File: src/rtl/atomic_counter_reader.sv
// Initiator for a 64-bit atomic counter: atomic low-word read, then high word.
// Define ATOMIC_READER_MONO_CHECK_EN to add the sticky mono_err_o regression flag.
module atomic_counter_reader #(
  parameter int TIMEOUT_CYCLES = 15
) (
`ifdef ATOMIC_READER_MONO_CHECK_EN
  output logic        mono_err_o,
`endif
  input  logic        clk,
  input  logic        reset,
  input  logic        rd_start_i,
  output logic        rd_busy_o,
  output logic        rd_valid_o,
  input  logic        rd_ready_i,
  output logic [63:0] rd_value_o,
  output logic        err_o,
  output logic        req_o,
  output logic        atomic_o,
  input  logic        ack_i,
  input  logic [31:0] count_i
);

  localparam int TCNT_W = $clog2(TIMEOUT_CYCLES + 1);
  localparam logic [TCNT_W-1:0] TLAST = TCNT_W'(TIMEOUT_CYCLES - 1);

  typedef enum logic [2:0] {
    IDLE,
    REQ_LO,
    WAIT_LO,
    REQ_HI,
    WAIT_HI,
    DONE
  } state_t;

  state_t            state_q;
  logic [TCNT_W-1:0] tcnt_q;
  logic [63:0]       value_q;
  logic              req_q;
  logic              atomic_q;
  logic              valid_q;
  logic              busy_q;
  logic              err_q;
`ifdef ATOMIC_READER_MONO_CHECK_EN
  logic [63:0]       last_q;
  logic              mono_q;
`endif

  always_ff @(posedge clk or posedge reset) begin
    if (reset) begin
      state_q  <= IDLE;
      tcnt_q   <= '0;
      value_q  <= '0;
      req_q    <= 1'b0;
      atomic_q <= 1'b0;
      valid_q  <= 1'b0;
      busy_q   <= 1'b0;
      err_q    <= 1'b0;
`ifdef ATOMIC_READER_MONO_CHECK_EN
      last_q   <= '0;
      mono_q   <= 1'b0;
`endif
    end else begin
      req_q    <= 1'b0;
      atomic_q <= 1'b0;
      err_q    <= 1'b0;
      unique case (state_q)
        IDLE: begin
          if (rd_start_i) begin
            state_q  <= REQ_LO;
            req_q    <= 1'b1;
            atomic_q <= 1'b1;
            busy_q   <= 1'b1;
          end
        end
        REQ_LO: begin
          state_q <= WAIT_LO;
          tcnt_q  <= '0;
        end
        WAIT_LO: begin
          // ack beats a timeout landing on the same edge
          if (ack_i) begin
            value_q[31:0] <= count_i;
            state_q       <= REQ_HI;
            req_q         <= 1'b1;
          end else if (tcnt_q == TLAST) begin
            state_q <= IDLE;
            busy_q  <= 1'b0;
            err_q   <= 1'b1;
          end else begin
            tcnt_q <= tcnt_q + TCNT_W'(1);
          end
        end
        REQ_HI: begin
          state_q <= WAIT_HI;
          tcnt_q  <= '0;
        end
        WAIT_HI: begin
          if (ack_i) begin
            value_q[63:32] <= count_i;
            state_q        <= DONE;
            valid_q        <= 1'b1;
`ifdef ATOMIC_READER_MONO_CHECK_EN
            if ({count_i, value_q[31:0]} < last_q)
              mono_q <= 1'b1;
`endif
          end else if (tcnt_q == TLAST) begin
            state_q <= IDLE;
            busy_q  <= 1'b0;
            err_q   <= 1'b1;
          end else begin
            tcnt_q <= tcnt_q + TCNT_W'(1);
          end
        end
        DONE: begin
          if (rd_ready_i) begin
            state_q <= IDLE;
            valid_q <= 1'b0;
            busy_q  <= 1'b0;
`ifdef ATOMIC_READER_MONO_CHECK_EN
            last_q  <= value_q;
`endif
          end
        end
        default: begin
          state_q <= IDLE;
          busy_q  <= 1'b0;
          valid_q <= 1'b0;
        end
      endcase
    end
  end

  assign rd_busy_o  = busy_q;
  assign rd_valid_o = valid_q;
  assign rd_value_o = value_q;
  assign err_o      = err_q;
  assign req_o      = req_q;
  assign atomic_o   = atomic_q;
`ifdef ATOMIC_READER_MONO_CHECK_EN
  assign mono_err_o = mono_q;
`endif

endmodule

File: config.mk
export PLATFORM = sky130hd
export DESIGN_NAME = atomic_counter_reader
export DESIGN_NICKNAME = d
export VERILOG_FILES = /design/src/rtl/atomic_counter_reader.sv
export SDC_FILE = /design/constraint.sdc
export NUM_CORES = 1
export LEC_CHECK = 0
export ABC_AREA = 1
export CORE_AREA = 3 3 88 90
export DETAILED_ROUTE_END_ITERATION = 12
export DIE_AREA = 0 0 91 93
export DONT_BUFFER_PORTS = 1
export SLEW_MARGIN = 15
export SYNTH_ARGS = -nofsm -noshare
export SYNTH_HDL_FRONTEND = slang
export SYNTH_SLANG_ARGS = --single-unit
File: constraint.sdc
create_clock -name clk -period 4.61 [get_ports clk]
set_input_delay 0.6915 -clock clk [delete_from_list [all_inputs] [get_ports clk]]
set_output_delay 0.6915 -clock clk [all_outputs]
set_load 0.05 [all_outputs]
Word level (Yosys, flattened, before mapping)

Cells that the tools add are included.

Bits in registers: 76
Bits in latches: 0
Bits in writable memories: 0
ROM bits: 0
Output and inout bits: 69
Memories: 0

Add/sub/neg operators: 1
$mul: 0
Divide/modulo/power cells: 0
Order comparisons: 0
Equal/unequal tests: 12
Shift-type cells: 0
Muxes and demuxes: 23
Bitwise logic cells: 2
Reductions and logical operators: 11

Operator list:

| operator              | count |
|---|---|
| $pmux W3 S6           | 1 |
| $mux W3               | 5 |
| $mux W1               | 11 |
| $ne A2 B2 Y1 const B  | 5 |
| $mux W4               | 2 |
| $pmux W4 S2           | 1 |
| $eq A3 B2 Y1 const B  | 2 |
| $eq A3 B3 Y1 const B  | 2 |
| $reduce_and A2 Y1     | 3 |
| $reduce_and A3 Y1     | 2 |
| $reduce_and A5 Y1     | 1 |
| $add A4 B1 Y4 const B | 1 |
| $eq A4 B4 Y1 const B  | 1 |
| $pmux W1 S4           | 1 |
| $reduce_or A2 Y1      | 2 |
| $reduce_or A4 Y1      | 1 |
| $eq A3 B1 Y1 const B  | 1 |
| $logic_not A3 Y1      | 1 |
| $pmux W1 S3           | 1 |
| $ne A2 B1 Y1 const B  | 1 |
| $not A1 Y1            | 2 |
| $pmux W1 S2           | 1 |
| $reduce_bool A2 Y1    | 1 |

Depth between registers and ports, before layout

Depth in word-level cells: 4
Gate-level depth with buffers: 9
Gate-level depth less buffers: 9

Worst setup path after synthesis

No wires, ideal clock.

Path kind: input to register
Start: input ack_i
End: register value_q[32], in the netlist rd_value_o[32]
Setup time: 0.118 ns
Data arrival time: 1.357 ns
Required time: 4.492 ns
Setup slack: 3.136 ns
Stages: 5
Path through: buf_2 > nand3_2 > clkbuf_1 > nand2_1 > nand2_1

Cells in the longest elaborated chain, start to end: 1

RTL lines:

| what                               | RTL line | source |
|---|---|---|
| start: declaration                 | 19       | `input logic ack_i,` |
| $reduce_and A2 Y1 (no source line) | --       |  |
| end signal: assignment             | 99       | `value_q[63:32] <= count_i;` |
| end: declaration                   | 37       | `logic [63:0] value_q;` |

No other way between the ends.
A chain may end at the register's enable or synchronous reset.

Worst setup path after layout

Start: register state_q[1]
End: register value_q[62], in the netlist rd_value_o[62]

Cells in the longest elaborated chain, start to end: 2

RTL lines:

| what                               | RTL line | source |
|---|---|---|
| start: declaration                 | 35       | `state_t state_q;` |
| start signal: assignment           | 50       | `state_q <= IDLE;` |
| start signal: assignment           | 69       | `state_q <= REQ_LO;` |
| start signal: assignment           | 76       | `state_q <= WAIT_LO;` |
| $eq A3 B3 Y1                       | 66       | `unique case (state_q)` |
| $reduce_and A2 Y1 (no source line) | --       |  |

No other way between the ends.

==> reports/results.txt <==
status = complete, no violations
Resized cells post-CTS = 0
GP Congestion = 0.869
crit end category = flip-flop
Worst Path Required = 4.89 ns
RR Endpoint = rd_value_o[62]
Post-CTS Setup Bufs = 0
Fillers = 710
Worst-Margin Slew = 0.804 ns
Final Hold Vio Count = 0
first-pass GRT wire length = 11100 um
drt first-iter violations = 102
post-DR wirelength/cell = 14.8 um
total gr overflow = 0
area growth from synthesis to final layout = 7.95%
Slew HR = 0.463
post-DP HPWL = 4480 um
syn avg cell area = 8.65 um2
gr usage total = 0.167
Port Buffer Count = 0
critical path arrival = 2.62 ns
CTS tree = yes
Starting Density = 0.437
Final Non-Filler Cells = 462
layout cell share with drive strength beyond 1 = 0.0882
CP Launch Point = state_q[1]
max-cap viol count = 0
Seq/Total Area, Yosys = 0.610
post-synth net total = 399
fin nets = 397
initial antenna violation count = 0
R2R Setup Slk = 2.27 ns
Area after DPL = 3160 um2
fmax = 0.428 GHz
worst skew pair latency = 0.34 ns
Root Driver = clkbuf_8
Min-Delay Path Class = input port to async pin
slowest CP cell = inv_2
most used cell, CP = nand2_1
minimum clock period = 2.34 ns
H-Tree Depth = 3
vias in the first global route = 2192
Vias = 2224
worst-case reg-to-reg path depth = 5
Core Region = 7140 um2
row count = 31
overall routed net length = 6860 um
cts bufs inserted = 9
Clock Sink Count = 76
startpoint types = flip-flop
chip width = 91 um
diode count = 0
RR Startpoint = state_q[1]
fin crit share = 0.507
Placed Cells incl. Taps = 446
Clock transition at path regs = 0.08 ns
crit path kind = flip-flop to flip-flop
#FFs+latches synth = 76
Crit path max-delay family = simple AND/OR/NAND/NOR gates
Die ar. = 8460 um2
IO Pins = 106
Yosys cell types = 21
Hold Buf Count CTS = 0
Pins Over Slew Limit = 0
Synth Warn # = 0
Mapped Cells = 360
Largest stage delay, worst path = 0.74 ns
design area = 3360 um2
largest net degree at the start of global routing = 42
Chip Height = 93 um
clk_skew = 0.0110 ns
crit path max fanout = 35
clock tree buffer depth = 2
DR pass1 iterations = 4
Final ANT Viol Nets = 0
Final Setup Violations = 0
DRC Markers = 0
setup TNS = 0 ns
Vias/cell = 4.81
critical path cell sequence = nor2_4 > nand3_2 > inv_2 > nand2_1 > nand2_1
synthesized cell area = 3120 um2
RSZ-0062 raised after global routing = no
Crit. path cell count = 5
worst path bufs/invs = 1
## cells by family after synthesis
group | Yosys count | share of synthesized area
buffers and inverters | 26 | 0.0418
adders and majority gates | 2 | 0.00803
and+or+nand+nor | 249 | 0.322
xor gates and xnor gates | 1 | 0.00281
AOI/OAI and AO/OA | 6 | 0.0149
DFF | 76 | 0.610
## cells in the final DEF (no fill, tap or decap), drive strengths merged, types with 2 or more instances in the layout
master	count
nand3	14
inv	12
ha	2
nand2	220
nand4	2
clkinv	4
nor2	12
clkinvlp	2
dfrtp	76
o211ai	2
clkbuf	9
o21ai	3
## cell usage after synthesis
| cell type | count | area, um2 |
|---|---|---|
| xnor2_1 | 1 | 8.76 |
| nand2_2 | 3 | 18.8 |
| nand4_4 | 1 | 21.3 |
| nand3_1 | 11 | 55.1 |
| nand4_1 | 1 | 6.26 |
| o21ai_4 | 1 | 16.3 |
| nand2_1 | 217 | 815 |
| clkbuf_1 | 2 | 7.51 |
| nand3_2 | 3 | 30.0 |
| inv_2 | 5 | 18.8 |
| nor2_1 | 11 | 41.3 |
| nor2_4 | 1 | 11.3 |
| buf_4 | 7 | 52.6 |
| nor3_1 | 1 | 5.00 |
| o21ai_0 | 2 | 10.0 |
| dfrtp_1 | 76 | 1900 |
| a21oi_1 | 1 | 5.00 |
| buf_2 | 5 | 25.0 |
| o211ai_1 | 2 | 15.0 |
| inv_1 | 7 | 26.3 |
| ha_1 | 2 | 25.0 |
## registers in the layout (all words and copies together) (netlist names)
name	cells
tcnt_q	4
state_q	3
err_o	1
rd_busy_o	1
req_o	1
atomic_o	1
rd_valid_o	1
rd_value_o	64
## per-stage QoR
step           hold WS (ns)  worst slack (ns)   util
3_3_place_gp          0.524              2.29  0.443
5_1_grt               0.314              2.01  0.471
4_1_cts               0.288              2.20  0.471
6_report              0.278              2.27  0.471
2_1_floorplan         0.492              1.98      -
3_5_place_dp          0.530              2.19  0.443
## routing by layer
| metal | routed length (um) | track usage |
|---|---|---|
| met1 | 2890 | 0.203 |
| met2 | 3190 | 0.262 |
| met3 | 660 | 0.0700 |
| met4 | 106 | 0.0716 |
| met5 | 0 | 0 |
## area by class of cell
type	instances	area (um2)	area share
Tap cell	99	124	0.0368
Inverter	12	46.3	0.0138
Clock buffer	9	124	0.0368
Timing Repair Buffer	1	7.51	0.00223
Multi-Input combinational cell	258	1080	0.322
Clock inverter	7	76.3	0.0227
Sequential cell	76	1900	0.565
## how the worst max path moves through the flow
| stage | endpoint | slack, ns |
|---|---|---|
| 2_1_floorplan | atomic_o | 1.98 |
| 3_3_place_gp | rd_value_o[43] | 2.29 |
| 3_5_place_dp | rd_value_o[62] | 2.19 |
| 4_1_cts | rd_value_o[62] | 2.20 |
| 5_1_grt | rd_value_o[62] | 2.01 |
| 6_report | rd_value_o[62] | 2.27 |
Power is left out: the tool's default activity adds up to more than one toggle a clock period on the data nets, which glitch-free logic cannot reach.
